**config.mk**
```make
export PLATFORM = sky130hd
export DESIGN_NAME = session_ctrl
export DESIGN_NICKNAME = d
export VERILOG_FILES = /design/src/rtl/session_pkg.sv /design/src/rtl/session_timer.sv /design/src/rtl/session_ctrl.sv
export SDC_FILE = /design/constraint.sdc
export NUM_CORES = 1
export LEC_CHECK = 0
export CORE_MARGIN = 2
export CORE_UTILIZATION = 45
export DETAILED_ROUTE_END_ITERATION = 10
export DONT_BUFFER_PORTS = 1
export PLACE_DENSITY_LB_ADDON = 0.15
export SYNTH_ARGS = -nofsm -noshare
export SYNTH_HDL_FRONTEND = slang
export SYNTH_SLANG_ARGS = --single-unit
```
**constraint.sdc**
```tcl
create_clock -name clk -period 2.7 [get_ports clk]
set_input_delay 0.405 -clock clk [delete_from_list [all_inputs] [get_ports clk]]
set_output_delay 0.405 -clock clk [all_outputs]
set_load 0.005 [all_outputs]
```
**src/rtl/session_pkg.sv**
```systemverilog
// Shared types and defaults for the session controller and its timers.
package session_pkg;

    typedef enum logic [1:0] {
        IDLE      = 2'd0,
        ACTIVE    = 2'd1,
        LOGOUT    = 2'd2,
        WAIT_DROP = 2'd3
    } state_t;

    typedef enum logic [1:0] {
        REASON_NONE    = 2'd0,
        REASON_BTN     = 2'd1,
        REASON_TIMEOUT = 2'd2,
        REASON_GUEST   = 2'd3
    } reason_t;

    localparam int DEF_TIMEOUT_CYCLES = 1024;
    localparam int DEF_GUEST_ROUNDS   = 3;
    localparam int DEF_ACK_CYCLES     = 16;

    // Counter width able to hold n-1, never narrower than one bit.
    function automatic int cnt_width(input int n);
        return (n > 1) ? $clog2(n) : 1;
    endfunction

endpackage

```
**src/rtl/session_timer.sv**
```systemverilog
// Loadable up-counter with clear, load, enable and a terminal-count flag.
module session_timer #(
    parameter int               WIDTH    = 4,
    parameter logic [WIDTH-1:0] TERMINAL = '1
) (
    input  logic             clk,
    input  logic             rst,
    input  logic             clear,
    input  logic             load,
    input  logic [WIDTH-1:0] load_value,
    input  logic             enable,
    output logic             terminal
);

    logic [WIDTH-1:0] count_reg;

    always_ff @(posedge clk) begin
        if (rst || clear) begin
            count_reg <= '0;
        end else if (load) begin
            count_reg <= load_value;
        end else if (enable) begin
            count_reg <= count_reg + 1'b1;
        end
    end

    assign terminal = (count_reg == TERMINAL);

endmodule

```
**src/rtl/session_ctrl.sv**
```systemverilog
// Logged-in session supervisor: gates the game and issues logout pulses to Authentication.
module session_ctrl
    import session_pkg::*;
#(
    parameter int TIMEOUT_CYCLES = DEF_TIMEOUT_CYCLES,
    parameter int GUEST_ROUNDS   = DEF_GUEST_ROUNDS,
    parameter int ACK_CYCLES     = DEF_ACK_CYCLES
) (
    input  logic       clk,
    input  logic       rst,
    input  logic       log_in_ctrl,
    input  logic       isGuest_ctrl,
    input  logic [2:0] intID_ctrl,
    input  logic       logout_btn,
    input  logic       game_activity,
    input  logic       round_done,
    output logic       log_out_ctrl,
    output logic       session_active,
    output logic       game_enable,
    output logic [2:0] user_id,
    output logic       is_guest,
    output logic [7:0] rounds_played,
    output logic [1:0] logout_reason
);

    localparam int IDLE_W = cnt_width(TIMEOUT_CYCLES);
    localparam int ACK_W  = cnt_width(ACK_CYCLES);
    localparam logic [IDLE_W-1:0] IDLE_TERM = IDLE_W'(TIMEOUT_CYCLES - 1);
    localparam logic [ACK_W-1:0]  ACK_TERM  = ACK_W'(ACK_CYCLES - 1);

    state_t     state_reg, state_next;
    reason_t    reason_reg, reason_next;
    logic [7:0] rounds_reg, rounds_next;
    logic [2:0] user_reg, user_next;
    logic       guest_reg, guest_next;
    logic       btn_prev_reg;
    logic       pulse_reg;
    logic       active_reg;
    logic       btn_rise;
    logic       idle_terminal;
    logic       ack_terminal;

    assign btn_rise = logout_btn & ~btn_prev_reg;

    // Idle counter runs only in ACTIVE; it sits at zero everywhere else so entry starts fresh.
    session_timer #(.WIDTH(IDLE_W), .TERMINAL(IDLE_TERM)) idle_timer (
        .clk        (clk),
        .rst        (rst),
        .clear      ((state_reg != ACTIVE) || game_activity),
        .load       (1'b0),
        .load_value ('0),
        .enable     (state_reg == ACTIVE),
        .terminal   (idle_terminal)
    );

    session_timer #(.WIDTH(ACK_W), .TERMINAL(ACK_TERM)) ack_timer (
        .clk        (clk),
        .rst        (rst),
        .clear      (state_reg != WAIT_DROP),
        .load       (1'b0),
        .load_value ('0),
        .enable     (log_in_ctrl),
        .terminal   (ack_terminal)
    );

    always_comb begin
        state_next  = state_reg;
        reason_next = reason_reg;
        rounds_next = rounds_reg;
        user_next   = user_reg;
        guest_next  = guest_reg;
        unique case (state_reg)
            IDLE: begin
                if (log_in_ctrl) begin
                    state_next  = ACTIVE;
                    user_next   = intID_ctrl;
                    guest_next  = isGuest_ctrl;
                    rounds_next = '0;
                    reason_next = REASON_NONE;
                end
            end
            ACTIVE: begin
                if (round_done && rounds_reg != 8'hFF) begin
                    rounds_next = rounds_reg + 8'd1;
                end
                if (!log_in_ctrl) begin
                    state_next  = IDLE;
                    reason_next = REASON_NONE;
                end else if (btn_rise) begin
                    state_next  = LOGOUT;
                    reason_next = REASON_BTN;
                end else if (idle_terminal && !game_activity) begin
                    state_next  = LOGOUT;
                    reason_next = REASON_TIMEOUT;
                end else if (guest_reg && int'(rounds_next) >= GUEST_ROUNDS) begin
                    state_next  = LOGOUT;
                    reason_next = REASON_GUEST;
                end
            end
            LOGOUT: begin
                state_next = WAIT_DROP;
            end
            WAIT_DROP: begin
                if (!log_in_ctrl) begin
                    state_next = IDLE;
                end else if (ack_terminal) begin
                    state_next = LOGOUT;
                end
            end
            default: state_next = IDLE;
        endcase
    end

    always_ff @(posedge clk) begin
        if (rst) begin
            state_reg    <= IDLE;
            reason_reg   <= REASON_NONE;
            rounds_reg   <= '0;
            user_reg     <= '0;
            guest_reg    <= 1'b0;
            btn_prev_reg <= 1'b0;
            pulse_reg    <= 1'b0;
            active_reg   <= 1'b0;
        end else begin
            state_reg    <= state_next;
            reason_reg   <= reason_next;
            rounds_reg   <= rounds_next;
            user_reg     <= user_next;
            guest_reg    <= guest_next;
            btn_prev_reg <= logout_btn;
            pulse_reg    <= (state_next == LOGOUT);
            active_reg   <= (state_next == ACTIVE);
        end
    end

    assign log_out_ctrl   = pulse_reg;
    assign session_active = active_reg;
    assign game_enable    = active_reg;
    assign user_id        = user_reg;
    assign is_guest       = guest_reg;
    assign rounds_played  = rounds_reg;
    assign logout_reason  = reason_reg;

endmodule

```
Word-level counts from Yosys, hierarchy flattened:

Index checks and enable logic that the tools add are counted.

* mux-type cells: 18
* order comparisons: 1
* bitwise gates (word level): 2
* reductions and logical operators: 12
* eq/ne operators: 12
* $add $sub $neg: 3

Operators by type and width (number)
* 2-bit 2-to-1 mux: 12
* 8-bit 2-to-1 mux: 3
* 8-bit case mux with 2 select lines: 1
* 10-bit by 1-bit adder with 10-bit output (second input constant): 1
* 10-bit equality test (second input constant): 1
* 8-bit by 1-bit adder with 8-bit output (second input constant): 1
* 8-bit by 2-bit >= comparator with 1-bit output (second input constant): 1
* 8-bit != test (second input constant): 1
* 2-bit case mux with 4 select lines: 1
* 2-bit equality test (second input constant): 3
* 5-bit != test (second input constant): 1
* 4-bit by 1-bit adder with 4-bit output (second input constant): 1
* 2-bit by 1-bit equality test with 1-bit output (second input constant): 2
* 4-bit equality test (second input constant): 1
* 2-bit != test (second input constant): 2
* 2-bit case mux with 2 select lines: 1
* 2-bit AND reduction: 2
* 1-bit logical AND: 3
* 1-bit logical OR: 3
* 3-bit AND reduction: 1
* 2-bit zero test: 1
* 2-bit by 1-bit != test with 1-bit output (second input constant): 1
* 2-bit nonzero test: 1
* 1-bit bitwise AND: 1
* 2 further kinds: 2

* register bits after elaboration: 33
* word-level logic and storage cells: 58
* bits of input ports: 10
* output and inout bits: 17

Longest topological paths before layout:

Gate-level depths: netlist (run 1).

* depth after elaboration: 12
* mapped depth: 8
* depth with buffers taken out: 7

Modules after synthesis:

From an unflattened synthesis (run 1), not the netlist that was laid out.

* cells, all modules: 220
* area, all modules: 1893.1 um^2

By module, submodules not included
* session_ctrl: cells each 131, seq. area each 380.4 um^2, instances 1, area an instance 1114.8 um^2
* session_timer at idle_timer: cells each 65, seq. area each 200.2 um^2, instances 1, area an instance 575.6 um^2
* session_timer at ack_timer: cells each 24, seq. area each 80.1 um^2, instances 1, area an instance 202.7 um^2

Worst setup path before layout (run 1):

Ideal clock, no wire load.

* path type: register to register
* from: register rounds_reg[0], in the netlist rounds_played[0]
* to: register active_reg, in the netlist game_enable
* setup time: 0.122 ns
* path buffers: 0
* slack: 0.738 ns
* stages on the path, launching flop included: 8
* clock period less this slack: 1.962 ns
* data arrival time: 1.840 ns
* data required time: 2.578 ns
* cell sequence: dfxtp_1 > ha_1 > and4_2 > and3_2 > o221ai_2 > nor3_2 > a221o_1 > nor3b_1

* cells in the longest elaborated chain, start to end: 12
* elaborated cells between the ends (all ways): 13
* classes of those cells: 1 x add/sub; 1 x order compare; 2 x eq/ne; 7 x mux; 2 x reduce/logical

Ends and longest elaborated chain
* start: declaration: line session_ctrl.sv:33 `logic [7:0] rounds_reg, rounds_next;`
* start signal: assignment: line session_ctrl.sv:127 `rounds_reg <= rounds_next;`
* parallel branches: the longest is 2 deep, another holds 8-bit by 1-bit adder with 8-bit output
* 8-bit 2-to-1 mux (*): line session_ctrl.sv:83 `if (round_done && rounds_reg != 8'hFF) begin`
* 8-bit 2-to-1 mux (*): line session_ctrl.sv:72 `unique case (state_reg)`
* 8-bit by 2-bit >= comparator with 1-bit output (*): line session_ctrl.sv:95 `end else if (guest_reg && int'(rounds_next) >= GUEST_ROUNDS) begin`
* 1-bit logical AND (*): line session_ctrl.sv:95
* 2-bit 2-to-1 mux (*): line session_ctrl.sv:95
* 2-bit 2-to-1 mux (*): line session_ctrl.sv:92 `end else if (idle_terminal && !game_activity) begin`
* 2-bit 2-to-1 mux (*): line session_ctrl.sv:89 `end else if (btn_rise) begin`
* 2-bit 2-to-1 mux (*): line session_ctrl.sv:86 `if (!log_in_ctrl) begin`
* 2-bit case mux with 4 select lines (*): line session_ctrl.sv:72
* 2-bit by 1-bit equality test with 1-bit output (*): line session_ctrl.sv:132 `active_reg <= (state_next == ACTIVE);`
* end signal: assignment: line session_ctrl.sv:132
* end: declaration: line session_ctrl.sv:38 `logic active_reg;`

Mark *: on every way between the ends. The select of a mux whose other input is x is not followed.
A chain may end at the register's enable or synchronous reset.

Final worst setup path (run 1):

Same ends and word-level chain as after synthesis.

==> impl_results.md, run 1 <==
- Chip width: roughly 65 um
- Synth warnings: 0
- PortBufs: 0
- Worst setup SP type: register
- Total detailed-routing wirelength: between 3000 and 4000 um
- Initial DRC count: 68
- Row Count: 22
- Nets@finish: roughly 200
- Worst setup EP type: register
- Placed Cells: approximately 230
- Adder-Cell Fraction of Synth Area: 2.25%
- Vias: 1,337
- Worst-Skew Late Latency: 0.28 ns
- Syn Nets: 201
- IO Count: 27
- PwrDens: approximately 530 nW/um^2
- Via/cell ratio: around 5.6
- Antenna violations before repair: 0
- Area delta synth->final: 4.80%
- Synth top cells by count: 33 x dfxtp_1, 28 x nor2_1, 13 x nand2_1, 9 x mux2i_1
- Status: finished, final reports clean
- Cell with the most instances after synthesis: dfxtp_1
- Mean post-synth cell area: between 8 and 9 sq um
- Die ar.: approximately 4200 sq um
- Seq/Total Area, Yosys: 39.6%
- CTS sink count: 33
- DRT antenna net count: 0
- Pre-CTS setup slack: just under 0.6 ns
- First-pass GRT wire length: 5960 um
- Post-synthesis mux area share: 5.40%
- CTS resizes: 0
- Antenna diodes: 0
- Worst setup margin: 0.570 ns
- Setup violators final: 0
- Final period utilization: about four fifths
- Share of cells above drive strength 1: about 11%
- WP data arrival: between 2 and 2.5 ns
- P_leak: slightly above 0.6 nW
- Largest register FFs: 10
- Slew Limit Fails: 0
- Initial Utilization: 46.3%
- Final Hold Fails: 0
- Clock skew: about 0.0043 ns
- Max-cap viol count: 0
- Detailed-route DRC error count: 0
- XOR/XNOR Fraction of Synth Area: under 10%
- Synth top area share: 39.6%
- Post-synth ARST share: 0%
- Yosys reg bits: 33
- Core area: approximately 3600 sq um
- Simple-gate share of the synthesized area: a little under 30%
- Area contributors post-synth: dfxtp_1 40%, nor2_1 6.3%, mux2i_1 5.4%
- Die Y: 64.9 um
- Most area-hungry cell type in the Yosys netlist: dfxtp_1
- Max FO, Critical Path: 6
- WP data required: 2.86 ns
- Mapped Area: ~1700 sq um
- Final Wtd Congestion: around 0.84
- Compound-cell area share of the yosys netlist: approximately an eighth
- Total gr overflow: 0
- H-tree Lvls: 2
- Worst-path clk slew: ~0.07 ns
- Final non-filler cell total: between 200 and 250
- Worst Tran Pin Value: approximately 0.7 ns
- Cts hold-fix bufs: 0
- TritonCTS clock tree: yes
- Largest net degree at the start of global routing: 20
- CTS Buffer Depth: 2
- Drt first pass iters: 4
- Setup Buffers After CTS: 0
- Minimum clock period: 2.13 ns
- EDFF count, synth: 0
- Most used flip-flop cell after synthesis: dfxtp_1
- Final HPWL DP: about 2500 um
- Largest family of logic cells by synthesized area: simple AND/OR/NAND/NOR gates
- Number of global-route vias before repair: approximately 1,300
- Max Clock Freq: ~470 MHz
- CP Class: register to register
- Hold crit path type: input pin to register
- Relative slew slack: 52.8%
- Unique cell type count in the Yosys netlist: 50
- CTS root buf: clkbuf_8
- Cell count after synthesis: 188
- Total track usage: between 15 and 20%
- Setup TNS: 0 ns
- Hold Slack: 0.188 ns
- Peak supply drop: around 0.25 mV
- RSZ-0062 raised after global routing: no
- TritonCTS buffer count: 5
- Routed WL per cell: 14.6 um
[kinds of logic after synthesis]
group	count (synthesis)
AO/OA/AOI/OAI	32
XOR/XNOR	9
adder cells (fa/ha/maj)	3
buffers and inverters	13
flip-flops	33
multiplexers	9
AND/OR/NAND/NOR	89
[per-stage QoR]
| stage | power (mW) | util (%) | area [sq um] |
|---|---|---|---|
| final | 0.929 | 48.5 | 1750 |
| after global routing | 0.984 | 48.5 | 1750 |
| after CTS | 0.943 | 48.5 | 1750 |
| after detailed placement | 0.591 | 46.2 | 1670 |
| after global placement | 0.588 | 46.2 | 1670 |
| after floorplan | 0.587 | - | 1670 |
[metal layers]
metal / GRT usage [%] / vias up / share of wire [%]
li1: - / 674 / -
met1: 22.3 / 627 / 46
met2: 30.0 / 34 / 48
met3: 6.42 / 2 / 6.0
met4: 7.98 / 0 / 0.84
met5: 0 / - / 0
[placed cells by master, fill, tap and decap left out, drive strengths merged, types with 3 or more instances in the layout]
cell | netlist | final
a21oi | 9 | 9
xor2 | 5 | 5
clkbuf | 4 | 6
dfxtp | 33 | 33
inv | 5 | 5
mux2i | 9 | 9
nand2 | 13 | 13
and4 | 4 | 4
nor2b | 3 | 3
or3 | 4 | 4
xnor2 | 4 | 4
nor3 | 7 | 7
nand3 | 8 | 8
nor2 | 29 | 29
nand4 | 7 | 7
and3 | 4 | 4
ha | 3 | 3
o21ai | 7 | 7
[critical path, stage by stage (launching register included)]
cell and delay, ns:
dfxtp_1 0.37, ha_1 0.29, nand4_1 0.13, o21ai_1 0.14, or3b_1 0.41, and4_4 0.19
a221o_1 0.33, nor3b_1 0.15
[path summary, 6_finish.rpt]
| kind | from | endpoint | slack (ns) | cells past startpoint |
|---|---|---|---|---|
| hold / removal | rst | rounds_played[3]$_SDFFE_PP0P_ | 0.19 | 1 |
| hold reg to reg | idle_timer.count_reg[0]$_SDFFE_PP0P_ | idle_timer.count_reg[0]$_SDFFE_PP0P_ | 0.47 | 1 |
| setup reg to reg | rounds_played[0]$_SDFFE_PP0P_ | game_enable$_SDFF_PP0_ | 0.57 | 7 |
| setup / recovery | rounds_played[0]$_SDFFE_PP0P_ | game_enable$_SDFF_PP0_ | 0.57 | 7 |
[layout make-up]
| type | instances | area [sq um] |
|---|---|---|
| Clock buffer | 6 | 72.6 |
| Multi-Input combinational cell | 142 | 918 |
| Fill cell | 359 | 1860 |
| Inverter | 5 | 18.8 |
| Clock inverter | 2 | 10.0 |
| Tap cell | 48 | 60.1 |
| Timing Repair Buffer | 1 | 7.51 |
| Sequential cell | 33 | 661 |
[where the power goes]
part           internal (mW)  switching [mW]  total, mW
logic                 0.0296          0.0400     0.0696
clock network          0.178           0.171      0.349
registers              0.498          0.0121      0.510
total                  0.706           0.223      0.929
Note: power is estimated with default switching activity, not from simulation.
==> inputs of run 2 (changes only) <==
==> constraint.sdc (replaced) <==
create_clock -name clk -period 1.7 [get_ports clk]
set_input_delay 0.255 -clock clk [delete_from_list [all_inputs] [get_ports clk]]
set_output_delay 0.255 -clock clk [all_outputs]
set_load 0.005 [all_outputs]
==> run 2 against run 1 <==
The flow now finishes with violations (setup timing). Largest power group unchanged. Highest routed layer unchanged. Register-to-register slack worse by 0.76 ns. Via count up 16%. Critical path type unchanged. Flip-flop and latch count unchanged. Largest cell class unchanged.
==> impl_results.md, run 2 (synthesis results as in run 1) <==
- CTS root buf: clkbuf_8
- Max FO, Critical Path: 6
- Core area: roughly 3600 sq um
- Reg2reg start: rounds_played[0]$_SDFFE_PP0P_
- Antenna diodes: 0
- Setup violators final: 6
- Clock Power Share: between 30% and 40%
- WP data required: ~1.9 ns
- P_leak: 0.822 nW
- Number of global-route vias before repair: approximately 1,500
- Worst setup SP type: register
- Max Clock Freq: around 530 MHz
- Final Wtd Congestion: roughly 0.92
- Crit Reg-Reg Endpoint: game_enable$_SDFF_PP0_
- Detailed-route DRC error count: 0
- Psw: ~0.35 mW
- Routed WL per cell: about 14 um
- Min-delay src: rst
- Minimum clock period: between 1.5 and 2 ns
- Clock skew: 0.00637 ns
- Failing checks: setup timing
- Chip width: roughly 65 um
- Peak supply drop: 0.431 mV
- RSZ-0062 raised after global routing: yes
- Worst setup EP type: register
- Logic pwr share: roughly 9.8%
- Die Y: 64.9 um
- Nets@finish: around 240
- R2r setup slk: -0.19 ns
- WHS Endpoint: rounds_played[0]$_SDFFE_PP0P_
- Final Hold Fails: 0
- R2R cell count: 7
- Worst Tran Pin Value: between 0.3 and 0.4 ns
- CP Class: register to register
- Initial DRC count: 57
- Total gr overflow: 0
- Slew Limit Fails: 0
- Pint: roughly 1.2 mW
- First-pass GRT wire length: roughly 6800 um
- Largest register FFs: 10
- TritonCTS clock tree: yes
- TritonCTS buffer count: 5
- Share of cells above drive strength 1: between 30 and 40%
- Worst-path clk slew: 0.06 ns
- Flop pwr share: a little over half
- Total track usage: 21.0%
- CTS sink count: 33
- Status: finished with violations
- DRT antenna net count: 0
- WP data arrival: 2.06 ns
- Die ar.: about 4200 sq um
- Worst-Skew Late Latency: ~0.28 ns
- Total detailed-routing wirelength: approximately 4000 um
- Vias: around 1,600
- Row Count: 22
- Max-cap viol count: 0
- Largest net degree at the start of global routing: 20
- Hold crit path type: input pin to register
- Antenna violations before repair: 0
- Hold depth: 1
- Area delta synth->final: 29.3%
- Relative slew slack: just under 80%
- H-tree Lvls: 2
- Final core utilization: about three fifths
- Initial Utilization: 46.3%
- CTS Buffer Depth: 2
- Pre-CTS setup slack: -0.209 ns
- Via/cell ratio: about 5.6
- Crit path from: rounds_played[0]$_SDFFE_PP0P_
- Final period utilization: 111%
- Drt first pass iters: 4
- Worst setup margin: -0.186 ns
- Commonest non-fill, non-tap cells in the layout: 42 x buf_4, 28 x dfxtp_1, 27 x nor2_1
- PwrDens: ~700 nW/um^2
- Placed Cells: between 200 and 300
- Commonest non-fill, non-tap cell in the layout: buf_4
- PortBufs: 0
- IO Count: 27
- Switch share: between 20% and 30%
- Final non-filler cell total: 277
- Final HPWL DP: roughly 3100 um
## run 2: changes by cell type in the layout (fill, tap and decap cells not counted), sizes merged
cell,change
clkinv,-2
buf,+41
clkbuf,+1
## run 2: power groups by stage
stage          sequential (mW)  combinational (mW)  clock (mW)
2_1_floorplan            0.820               0.114           0
3_3_place_gp             0.821               0.139           0
3_5_place_dp             0.821               0.143           0
4_1_cts                  0.804               0.147       0.605
5_1_grt                  0.806               0.168       0.634
6_report                 0.804               0.151       0.583
## run 2: how the worst max path moves through the flow
stage | to | slack [ns] | depth (start not counted)
floorplan | game_enable$_SDFF_PP0_ | -0.14 | 7
global placement | game_enable$_SDFF_PP0_ | -0.17 | 7
detailed placement | log_out_ctrl$_SDFF_PP0_ | -0.21 | 7
CTS | log_out_ctrl$_SDFF_PP0_ | -0.19 | 7
global route | log_out_ctrl$_SDFF_PP0_ | -0.28 | 7
finish | game_enable$_SDFF_PP0_ | -0.19 | 7
## run 2: timing repair
item,4_1_cts,5_1_grt
endpoints found under the setup margin,6,8
hold buffers,0,0
resized for setup,3,7
pin swaps,3,1
setup buffers,0,1
## run 2: cell type report
class                   instances  area [sq um]
clock buffers                   7          86.3
fillers                       328          1450
inverters                       5          18.8
multi-input cells             142          1010
flip-flops and latches         33           669
well taps                      48          60.1
repair buffers                 42           315
## run 2: per-layer routing
layer  vias to the layer above  GRT usage, %  share of wire (%)
li1                        756             -                  -
met1                       748          24.3                 42
met2                        44          35.7                 50
met3                         6          7.12                6.2
met4                         0          7.98                1.5
met5                         -             0                  0
## run 2: worst max-delay path, stage by stage (launching register included)
cell	delay [ns]
dfxtp_4	0.35
ha_4	0.17
and4_2	0.27
and3_4	0.21
o221ai_4	0.22
nor3_2	0.06
a221o_1	0.33
nor3b_1	0.16
## run 2: through the flow
stage | TNS [ns] | hold WS [ns] | cell area (sq um) | power, mW
after global placement | -0.690 | 0.323 | 2020 | 0.960
after global routing | -1.35 | 0.0277 | 2160 | 1.61
final | -0.814 | 0.0328 | 2160 | 1.54
after floorplan | -0.496 | 0.383 | 1720 | 0.934
after CTS | -0.759 | 0.0249 | 2120 | 1.56
after detailed placement | -0.925 | 0.325 | 2020 | 0.964
